===== src/rtl/mem_port_arbiter_if.sv =====
// Request/response and memory-side signals of the two-client memory port arbiter.
// master = arbiter side, slave = clients plus memory side.
interface mem_port_arbiter_if #(
  parameter int ADDR_W = 16,
  parameter int DATA_W = 8,
  parameter int ERR_W  = 8
);
  logic [1:0]          req;
  logic [1:0]          req_we;
  logic [2*ADDR_W-1:0] req_addr;
  logic [2*DATA_W-1:0] req_wdata;
  logic [1:0]          gnt;
  logic [1:0]          rsp_valid;
  logic [DATA_W-1:0]   rsp_rdata;
  logic                rsp_perr;
  logic [ERR_W-1:0]    err_cnt;
  logic                mem_read;
  logic                mem_write;
  logic [ADDR_W-1:0]   mem_address;
  logic [DATA_W-1:0]   mem_data_in;
  logic [DATA_W:0]     mem_data_out;

  // Handshake: a client holds req/we/addr/wdata stable until it sees its one-cycle
  // gnt pulse; dropping req before gnt withdraws it. Completion is a one-cycle
  // rsp_valid pulse to the granted client, with rsp_rdata/rsp_perr valid alongside.
  modport master (
    input  req, req_we, req_addr, req_wdata, mem_data_out,
    output gnt, rsp_valid, rsp_rdata, rsp_perr, err_cnt,
    output mem_read, mem_write, mem_address, mem_data_in
  );

  modport slave (
    output req, req_we, req_addr, req_wdata, mem_data_out,
    input  gnt, rsp_valid, rsp_rdata, rsp_perr, err_cnt,
    input  mem_read, mem_write, mem_address, mem_data_in
  );
endinterface


===== src/rtl/mem_port_arbiter.sv =====
// Round-robin controller sharing one single-port parity memory between two clients;
// sequences each access, checks read parity and returns the completion to the owner.
module mem_port_arbiter #(
  parameter int ADDR_W = 16,
  parameter int DATA_W = 8,
  parameter int ERR_W  = 8
) (
  input  logic                clk,
  input  logic                rst_n,
  mem_port_arbiter_if.master  bus,
  output logic [2:0]          o_dbg_state
);

  typedef enum logic [2:0] {
    S_IDLE = 3'd0,
    S_WR   = 3'd1,
    S_RD   = 3'd2,
    S_CAP  = 3'd3,
    S_RSP  = 3'd4
  } state_t;

  state_t              r_state;
  logic                r_last;
  logic                r_owner;
  logic [1:0]          r_gnt;
  logic [1:0]          r_rsp_valid;
  logic [DATA_W-1:0]   r_rsp_rdata;
  logic                r_rsp_perr;
  logic [ERR_W-1:0]    r_err_cnt;
  logic                r_mem_read;
  logic                r_mem_write;
  logic [ADDR_W-1:0]   r_mem_address;
  logic [DATA_W-1:0]   r_mem_data_in;

  logic                w_winner;
  logic                w_we_sel;
  logic [ADDR_W-1:0]   w_addr_sel;
  logic [DATA_W-1:0]   w_wdata_sel;
  logic                w_perr;
  logic [1:0]          w_owner_oh;

  // With both clients asking, the one not granted last wins; a lone request always wins.
  assign w_winner    = (bus.req == 2'b11) ? ~r_last : bus.req[1];
  assign w_we_sel    = w_winner ? bus.req_we[1] : bus.req_we[0];
  assign w_addr_sel  = w_winner ? bus.req_addr[2*ADDR_W-1:ADDR_W] : bus.req_addr[ADDR_W-1:0];
  assign w_wdata_sel = w_winner ? bus.req_wdata[2*DATA_W-1:DATA_W] : bus.req_wdata[DATA_W-1:0];
  assign w_owner_oh  = {r_owner, ~r_owner};

  // Stored word carries even total parity; odd parity or unknown bits count as an error.
  assign w_perr = ((^bus.mem_data_out) !== 1'b0);

  always_ff @(posedge clk or negedge rst_n) begin
    if (!rst_n) begin
      r_state       <= S_IDLE;
      r_last        <= 1'b1;
      r_owner       <= 1'b0;
      r_gnt         <= '0;
      r_rsp_valid   <= '0;
      r_rsp_rdata   <= '0;
      r_rsp_perr    <= 1'b0;
      r_err_cnt     <= '0;
      r_mem_read    <= 1'b0;
      r_mem_write   <= 1'b0;
      r_mem_address <= '0;
      r_mem_data_in <= '0;
    end else begin
      r_gnt       <= '0;
      r_rsp_valid <= '0;
      case (r_state)
        S_IDLE: begin
          if (|bus.req) begin
            r_owner       <= w_winner;
            r_last        <= w_winner;
            r_gnt         <= w_winner ? 2'b10 : 2'b01;
            r_mem_address <= w_addr_sel;
            if (w_we_sel) begin
              r_mem_write   <= 1'b1;
              r_mem_data_in <= w_wdata_sel;
              r_state       <= S_WR;
            end else begin
              r_mem_read <= 1'b1;
              r_state    <= S_RD;
            end
          end
        end
        S_WR: begin
          r_mem_write <= 1'b0;
          r_rsp_valid <= w_owner_oh;
          r_rsp_perr  <= 1'b0;
          r_state     <= S_RSP;
        end
        S_RD: begin
          r_mem_read <= 1'b0;
          r_state    <= S_CAP;
        end
        S_CAP: begin
          r_rsp_valid <= w_owner_oh;
          r_rsp_rdata <= bus.mem_data_out[DATA_W-1:0];
          r_rsp_perr  <= w_perr;
          if (w_perr && (r_err_cnt != {ERR_W{1'b1}}))
            r_err_cnt <= r_err_cnt + {{(ERR_W-1){1'b0}}, 1'b1};
          r_state     <= S_RSP;
        end
        S_RSP: begin
          r_state <= S_IDLE;
        end
        default: begin
          r_state <= S_IDLE;
        end
      endcase
    end
  end

  assign bus.gnt         = r_gnt;
  assign bus.rsp_valid   = r_rsp_valid;
  assign bus.rsp_rdata   = r_rsp_rdata;
  assign bus.rsp_perr    = r_rsp_perr;
  assign bus.err_cnt     = r_err_cnt;
  assign bus.mem_read    = r_mem_read;
  assign bus.mem_write   = r_mem_write;
  assign bus.mem_address = r_mem_address;
  assign bus.mem_data_in = r_mem_data_in;
  assign o_dbg_state     = r_state;

endmodule


===== src/flat_wrapper.sv =====
// flat-port wrapper written by rule: the top's interface ports become plain ports
module mem_port_arbiter_flat 
#(
  parameter int ADDR_W = 16,
  parameter int DATA_W = 8,
  parameter int ERR_W  = 8
)
  (clk, rst_n, o_dbg_state, bus_req, bus_req_we, bus_req_addr, bus_req_wdata, bus_mem_data_out, bus_gnt, bus_rsp_valid, bus_rsp_rdata, bus_rsp_perr, bus_err_cnt, bus_mem_read, bus_mem_write, bus_mem_address, bus_mem_data_in);
  mem_port_arbiter_if #(.ADDR_W(ADDR_W), .DATA_W(DATA_W), .ERR_W(ERR_W)) bus_i ();
  input  logic clk;
  input  logic rst_n;
  output logic [2:0] o_dbg_state;
  input wire logic [$bits(bus_i.req)-1:0] bus_req;
  input wire logic [$bits(bus_i.req_we)-1:0] bus_req_we;
  input wire logic [$bits(bus_i.req_addr)-1:0] bus_req_addr;
  input wire logic [$bits(bus_i.req_wdata)-1:0] bus_req_wdata;
  input wire logic [$bits(bus_i.mem_data_out)-1:0] bus_mem_data_out;
  output wire logic [$bits(bus_i.gnt)-1:0] bus_gnt;
  output wire logic [$bits(bus_i.rsp_valid)-1:0] bus_rsp_valid;
  output wire logic [$bits(bus_i.rsp_rdata)-1:0] bus_rsp_rdata;
  output wire logic [$bits(bus_i.rsp_perr)-1:0] bus_rsp_perr;
  output wire logic [$bits(bus_i.err_cnt)-1:0] bus_err_cnt;
  output wire logic [$bits(bus_i.mem_read)-1:0] bus_mem_read;
  output wire logic [$bits(bus_i.mem_write)-1:0] bus_mem_write;
  output wire logic [$bits(bus_i.mem_address)-1:0] bus_mem_address;
  output wire logic [$bits(bus_i.mem_data_in)-1:0] bus_mem_data_in;
  assign bus_i.req = bus_req;
  assign bus_i.req_we = bus_req_we;
  assign bus_i.req_addr = bus_req_addr;
  assign bus_i.req_wdata = bus_req_wdata;
  assign bus_i.mem_data_out = bus_mem_data_out;
  assign bus_gnt = bus_i.gnt;
  assign bus_rsp_valid = bus_i.rsp_valid;
  assign bus_rsp_rdata = bus_i.rsp_rdata;
  assign bus_rsp_perr = bus_i.rsp_perr;
  assign bus_err_cnt = bus_i.err_cnt;
  assign bus_mem_read = bus_i.mem_read;
  assign bus_mem_write = bus_i.mem_write;
  assign bus_mem_address = bus_i.mem_address;
  assign bus_mem_data_in = bus_i.mem_data_in;
  mem_port_arbiter #(.ADDR_W(ADDR_W), .DATA_W(DATA_W), .ERR_W(ERR_W)) u_core (.clk(clk), .rst_n(rst_n), .bus(bus_i), .o_dbg_state(o_dbg_state));
endmodule

===== config.mk =====
export PLATFORM = sky130hd
export DESIGN_NAME = mem_port_arbiter_flat
export DESIGN_NICKNAME = d
export VERILOG_FILES = /design/src/rtl/mem_port_arbiter_if.sv /design/src/rtl/mem_port_arbiter.sv /design/src/flat_wrapper.sv
export SDC_FILE = /design/constraint.sdc
export NUM_CORES = 1
export LEC_CHECK = 0
export CORE_UTILIZATION = 41
export DETAILED_ROUTE_END_ITERATION = 10
export GPL_TIMING_DRIVEN = 0
export PLACE_DENSITY = 0.86
export SLEW_MARGIN = 10
export SYNTH_ARGS = -nofsm -noshare
export SYNTH_HDL_FRONTEND = slang
export SYNTH_SLANG_ARGS = --single-unit

===== constraint.sdc =====
create_clock -name clk -period 2.55 [get_ports clk]
set_clock_uncertainty 0.2 [all_clocks]
set_input_delay 0.3825 -clock clk [delete_from_list [all_inputs] [get_ports clk]]
set_output_delay 0.3825 -clock clk [all_outputs]
set_load 0.05 [all_outputs]

==> run_results.csv, run 1 <==
group,metric,value,unit
run_status,outcome,"complete, no violations",
yosys,yosys.cell_types.count,38,
worst_setup_path,slowest_stage,"clkdlybuf4s50_1",
global_routing,grt_pass1_wl,8.81,mm
detailed_routing,route.antenna.remaining_nets,0,
worst_setup_path,crit_path_cell_trace,"clkdlybuf4s50_1, xor2_1, xnor3_2, xor2_1, nor4_2, mux2_1",
power_and_ir_drop,power_per_cell_area,1260,nW/um^2
worst_hold_path,timing.hold.worst.class,"reg -> reg",
clock_tree,clk_root_buffer_cell,"clkbuf_8",
placed_design,gp_congestion,0.714,
yosys,netlist_area,2340,sq um
final_layout,finalNetCount,390,
worst_setup_path,critical-path-top-cell-by-count,"xor2_1",
sta,maxSlewViolCount,0,
final_layout,multiInputGateArea,997,sq um
sta,setup_slack,0.150,ns
yosys,synth_compound_area_share,9.24,%
clock_tree,clk_pin_slew,0.09,ns
detailed_routing,drt_iter0_drc,92,
yosys,yosys.area_share.adder,0.534,%
floorplan,num_rows,27,
sta,rsz0062_at_grt,"no",
global_routing,via_count_of_the_first_global_routing_pass,1857,
power_and_ir_drop,p_leak,1.59,nW
clock_tree,clock_latency,0.30,ns
yosys,dominant_combinational_cell_family_by_area_after_synthesis,"multiplexers",
worst_setup_path,cpPeakStageDelay,0.50,ns
yosys,synthesis.instances,205,
final_layout,regArea,1300,sq um
yosys,synth-warning-count,0,
final_layout,num_antenna_cells,0,
detailed_routing,routed_wire_length_per_instance,13.7,um
yosys,synth_top_area_cell,"dfrtp_1",
placed_design,portBuffers,112,
final_layout,synthToLayoutAreaGrowth,56.8,%
final_layout,mostFrequentLayoutCell,"clkdlybuf4s50_1",
floorplan,die_w,77.6,um
yosys,seq_area_frac_synth,55.6,%
yosys,yosys_most_used_dff,"dfrtp_1",
global_routing,total_routing_usage_gr,18.9,%
global_routing,grt_antenna_before_repair,0,
final_layout,layout.core_utilization,66.7,%
detailed_routing,vias,1952,
sta,tightest_slew,0.635,ns
detailed_routing,avgViaCountPerCell,4.89,
detailed_routing,drt_wl_total,5.46,mm
clock_tree,clkSinkCount,52,
detailed_routing,drt_pass1_iterations,4,
placed_design,dp_slack,-0.195,ns
sta,max_freq,417,MHz
placed_design,postPlaceCellArea,3570,sq um
yosys,yosys.area.top_type_share,54.5,%
sta,max-slew-margin-rel,57.6,%
floorplan,floorplan.initialDensity,42.6,%
final_layout,drive_gt1_share,8.26,%
sta,fin_crit,2.40,ns
yosys,syn_nets,269,
final_layout,fill_cells,440,
clock_tree,clock_tree.htree_level_count,2,
placed_design,place.detailed.hpwl,4.26,mm
global_routing,global_route_congestion_overflow_total,0,
yosys,yosys.area_share.xor_xnor,5.39,%
floorplan,design.die.area,6020,sq um
yosys,synthSimpleGateAreaFrac,11.3,%
yosys,flip_flop_and_latch_count_after_synthesis,52,
worst_setup_path,crit_path_end_kind,"flip-flop",
final_layout,most-common-layout-cells,"111 x clkdlybuf4s50_1, 51 x dfrtp_1, 30 x nand2_1, 24 x o21ai_0, 22 x mux2i_1",
clock_tree,total_cts_buffers,5,
yosys,edff_count_synth,0,
yosys,post_synth_mux_area_share,16.1,%
floorplan,floorplan.core_area,5510,sq um
yosys,post_synth.cell_area_avg,11.4,sq um
yosys,synthTopCellsByArea,"dfrtp_1 54%, mux2i_1 9.4%, o21ai_0 5.1%",
worst_setup_path,crit_family,"XOR/XNOR gates",
flow_run,cap_viol_max_count,0,
floorplan,fp.dieH,77.6,um
worst_setup_path,top_fanout_value_on_the_critical_path,3,
floorplan,io-pin-count,113,
detailed_routing,detail_route.drc_violations,0,
global_routing,largest_net_degree_at_the_start_of_global_routing,33,
worst_setup_path,critPathLaunchType,"input port",
final_layout,final_cell_area,3670,sq um
power_and_ir_drop,max-vdd-ir-drop,878,uV
sta,final-setup-viol-count,0,
worst_setup_path,critPathRequiredTime,2.54,ns
clock_tree,clock_tree_from_tritoncts,"built",
worst_setup_path,critPathArrivalTime,2.39,ns
sta,post-route-period-util,94.1,%
worst_setup_path,path_class,"in -> reg",
clock_tree,ctsLongestPathBuffers,2,
sta,final_hold_viol_count,0,
yosys,synthArstFlopShare,100,%
worst_setup_path,path_buf_inv,1,
==> routing by layer <==
layer	global-route usage [%]	share of wire [%]	vias to the layer above
li1	-	-	948
met1	23.9	44	937
met2	32.4	50	61
met3	4.12	5.3	6
met4	5.09	0.93	0
met5	0	0	-
==> report_power, final <==
part	switching, mW	total [mW]	internal [mW]
Clock	0.260	0.477	0.217
Combinational	1.79	2.76	0.970
Sequential	0.221	1.41	1.19
Total	2.27	4.64	2.38
==> cells in the mapped netlist (2+ instances only) <==
library cell,instances
a21o_1,2
nor2_1,9
o21ai_0,24
nand3_1,3
xor2_1,3
xnor2_1,6
clkbuf_1,5
mux2_2,9
nand2_1,30
dfrtp_1,51
inv_1,2
mux2i_1,22
a22oi_1,2
mux2_1,3
buf_1,2
o21a_1,2
nand4_1,2
buf_2,2
and3_1,2
nand2b_1,3
a21oi_1,4
==> sequential cells by signal, indices dropped and copies added, names as in the netlist <==
register / count
u_core.bus.mem_address: 16
u_core.bus.err_cnt: 8
u_core.bus.mem_data_in: 8
u_core.bus.rsp_rdata: 8
u_core.o_dbg_state: 3
u_core.bus.gnt: 2
u_core.bus.rsp_valid: 2
u_core.bus.mem_read: 1
u_core.bus.mem_write: 1
u_core.bus.rsp_perr: 1
u_core.r_last: 1
u_core.r_owner: 1
==> stage by stage <==
step           hold WS (ns)  std cells  TNS [ns]  power [mW]
2_1_floorplan        -0.113        205         0        3.21
3_3_place_gp          0.239        389    -31.39        4.14
3_5_place_dp          0.174        390     -1.81        4.20
4_1_cts               0.268        399         0        4.68
5_1_grt               0.274        399         0        4.91
6_report              0.265        399         0        4.64
==> cell type report <==
type | count | share of cell area, %
Tap cell | 72 | 2.45
Buffer | 9 | 1.02
Inverter | 2 | 0.204
Timing Repair Buffer | 114 | 31.2
Sequential cell | 52 | 35.5
Clock buffer | 6 | 2.25
Multi-Input combinational cell | 142 | 27.1
Clock inverter | 2 | 0.272
==> cells by family after synthesis <==
group / count (synthesis)
mux: 35
simple gates: 57
compound gates: 38
buf+inv: 11
fa+ha+maj: 1
flops: 52
xor+xnor: 11
==> worst reg2reg max path, cell delays in order, from the launching register on <==
cell and delay [ns]:
dfrtp_1 0.44, ha_1 0.26, and3_1 0.20, a311o_1 0.34
mux2i_4 0.24, mux2_1 0.34
==> what timing repair did <==
| action | in CTS | in global routing |
|---|---|---|
| hold buffers | 1 | 0 |
| hold endpoints to repair | 20 | 0 |
| buffers inserted | 0 | 0 |
| endpoints found under the setup margin | 0 | 6 |
| resized for setup | 0 | 2 |
==> final timing paths <==
| path | start | end | slack, ns | cells after the start |
|---|---|---|---|---|
| max in group asynchronous | rst_n | u_core.r_last | 1.18 | 3 |
| worst max register to register | u_core.bus.err_cnt[0] | u_core.bus.err_cnt[1] | 0.41 | 5 |
| worst min register to register | u_core.r_owner | u_core.bus.rsp_valid[0] | 0.27 | 1 |
| worst max-delay path | bus_mem_data_out[2] | u_core.bus.err_cnt[6] | 0.15 | 6 |
| min in group asynchronous | rst_n | u_core.bus.rsp_rdata[2] | 0.37 | 2 |
| worst min-delay path | u_core.r_owner | u_core.bus.rsp_valid[0] | 0.27 | 1 |
Note: power is estimated with default switching activity, not from simulation.
==> run 2: changes to the inputs <==
--- a/config.mk
+++ b/config.mk
@@ -5,6 +5,7 @@
 export SDC_FILE = /design/constraint.sdc
 export NUM_CORES = 1
 export LEC_CHECK = 0
+export CORE_MARGIN = 1.5
 export CORE_UTILIZATION = 41
 export DETAILED_ROUTE_END_ITERATION = 10
 export GPL_TIMING_DRIVEN = 0
==> run_results.csv, run 2 (synthesis results as in run 1) <==
group,metric,value,unit
run_status,outcome,"complete, no violations",
detailed_routing,avgViaCountPerCell,4.81,
worst_setup_path,slowest_stage,"clkdlybuf4s50_1",
worst_setup_path,critPathRequiredTime,2.54,ns
worst_setup_path,worstSetupStartpoint,"bus_mem_data_out[5]",
sta,final-setup-viol-count,0,
sta,maxSlewViolCount,0,
flow_run,cap_viol_max_count,0,
sta,fin_crit,2.41,ns
global_routing,global_route_congestion_overflow_total,0,
worst_setup_path,critical_path.reg2reg.endpoint,"u_core.bus.mem_data_in[6]",
floorplan,floorplan.initialDensity,42.6,%
worst_setup_path,top_fanout_value_on_the_critical_path,3,
sta,post-route-period-util,94.7,%
final_layout,final_cells,399,
floorplan,floorplan.core_area,5510,sq um
placed_design,portBuffers,112,
clock_tree,total_cts_buffers,5,
worst_hold_path,timing.hold.worst.class,"reg -> reg",
placed_design,place_inst,390,
sta,setup_slack,0.136,ns
final_layout,regArea,1300,sq um
final_layout,num_antenna_cells,0,
detailed_routing,detail_route.drc_violations,0,
detailed_routing,drt_iter0_drc,76,
placed_design,dp_slack,-0.212,ns
clock_tree,clock_tree.htree_level_count,2,
clock_tree,clk_root_buffer_cell,"clkbuf_8",
global_routing,total_routing_usage_gr,19.1,%
detailed_routing,met3_routed_length,379,um
worst_setup_path,critical-path-top-cell-by-count,"xor2_1",
detailed_routing,drt_pass1_iterations,4,
floorplan,io-pin-count,113,
sta,tightest_slew,0.671,ns
worst_setup_path,cpPeakStageDelay,0.51,ns
global_routing,largest_net_degree_at_the_start_of_global_routing,30,
worst_setup_path,critPathLaunchType,"input port",
detailed_routing,detail_route.wirelength.met1,2.44,mm
final_layout,fill_cells,445,
worst_setup_path,regToRegStartpoint,"u_core.r_last",
sta,rsz0062_at_grt,"no",
sta,final_hold_viol_count,0,
global_routing,grt_antenna_before_repair,0,
clock_tree,postCtsSetupBuffers,0,
placed_design,gp_congestion,0.730,
final_layout,layout.core_utilization,66.8,%
detailed_routing,highest_layer,"met4",
clock_tree,clk_pin_slew,0.10,ns
detailed_routing,drt_wl_total,5.71,mm
detailed_routing,routed_wire_length_per_instance,14.3,um
global_routing,via_count_of_the_first_global_routing_pass,1909,
worst_setup_path,path_class,"in -> reg",
final_layout,finalNetCount,390,
floorplan,fp.dieH,78.6,um
final_layout,synthToLayoutAreaGrowth,56.9,%
clock_tree,ctsLongestPathBuffers,2,
final_layout,largest_register_ffs,16,
sta,max_freq,414,MHz
floorplan,die_w,78.6,um
placed_design,place.detailed.hpwl,4.46,mm
power_and_ir_drop,max-vdd-ir-drop,650,uV
final_layout,most-common-layout-cells,"111 x clkdlybuf4s50_1, 51 x dfrtp_1, 30 x nand2_1, 24 x o21ai_0, 22 x mux2i_1",
sta,max-slew-margin-rel,55.3,%
worst_setup_path,worst-r2r-cell-count,6,
power_and_ir_drop,power_per_cell_area,1270,nW/um^2
worst_setup_path,rrSetupSlack,0.33,ns
detailed_routing,vias,1920,
worst_setup_path,crit_path_end_kind,"flip-flop",
final_layout,mostFrequentLayoutCell,"clkdlybuf4s50_1",
clock_tree,clock_tree_from_tritoncts,"built",
worst_setup_path,critPathArrivalTime,2.41,ns
final_layout,multiInputGateArea,997,sq um
floorplan,num_rows,27,
worst_setup_path,crit_path_cell_trace,"clkdlybuf4s50_1, xor2_1, xnor3_2, xor2_1, nor4_2, mux2_1",
global_routing,grt_pass1_wl,9.13,mm
power_and_ir_drop,p_leak,1.58,nW
worst_setup_path,critical_path.endpoint,"u_core.bus.err_cnt[6]",
detailed_routing,met2WireLength,2.84,mm
detailed_routing,route.antenna.remaining_nets,0,
clock_tree,clkSinkCount,52,
floorplan,design.die.area,6180,sq um
final_layout,drive_gt1_share,7.95,%
clock_tree,clock_latency,0.30,ns
## run 2: cell types whose count changed in the layout (fill, tap and decap cells not counted), sizes merged
cell / change
clkinv: -2
clkinvlp: +2
## run 2: report_power, final
group          switching, mW  leakage (nW)  total (mW)  internal, mW
Sequential             0.225         0.649        1.41          1.19
Clock                  0.271        0.0434       0.491         0.220
Combinational           1.79         0.892        2.76         0.968
## run 2: worst min-delay path by stage
stage,from,endpoint,cells after the start
final,u_core.r_owner,u_core.bus.rsp_valid[0],1
after global routing,u_core.r_owner,u_core.bus.rsp_valid[0],1
after CTS,u_core.r_owner,u_core.bus.rsp_valid[0],1
after detailed placement,u_core.r_owner,u_core.bus.rsp_valid[0],1
after global placement,u_core.r_owner,u_core.bus.rsp_valid[0],1
after floorplan,rst_n,u_core.bus.err_cnt[0],0
## run 2: cell type report
class                      instances  share of cell area [%]
sequential                        52                    35.4
tap                               72                    2.45
clock buffer                       6                    2.25
multi-input combinational        142                    27.1
buffer                             9                   0.987
inverter                           2                   0.204
clock inverter                     2                   0.408
timing repair buffer             114                    31.2
## run 2: what timing repair did
action | 4_1_cts | 5_1_grt
hold buffers | 1 | 0
hold endpoints to repair | 28 | 0
endpoints found under the setup margin | 0 | 0
gates resized for setup | 0 | 0
## run 2: per-stage QoR
step	TNS (ns)	power [mW]	hold slack (ns)	area (sq um)
after floorplan	0	3.21	-0.113	2340
after global placement	-33.21	4.14	0.239	3550
after detailed placement	-2.06	4.21	0.245	3570
after CTS	0	4.71	0.258	3680
after global routing	0	4.93	0.267	3680
final	0	4.66	0.252	3680
## run 2: layer usage
layer,vias up,global-route usage (%)
met5,-,0
met1,901,23.8
met3,7,5.35
li1,948,-
met2,64,32.7
met4,0,4.82
## run 2: critical path: cells and delay by family
| kind | cells | cell delay [ns] |
|---|---|---|
| buffers and inverters | 1 | 0.51 |
| multiplexers | 1 | 0.36 |
| AND/OR/NAND/NOR | 1 | 0.27 |
| XOR/XNOR | 3 | 0.88 |
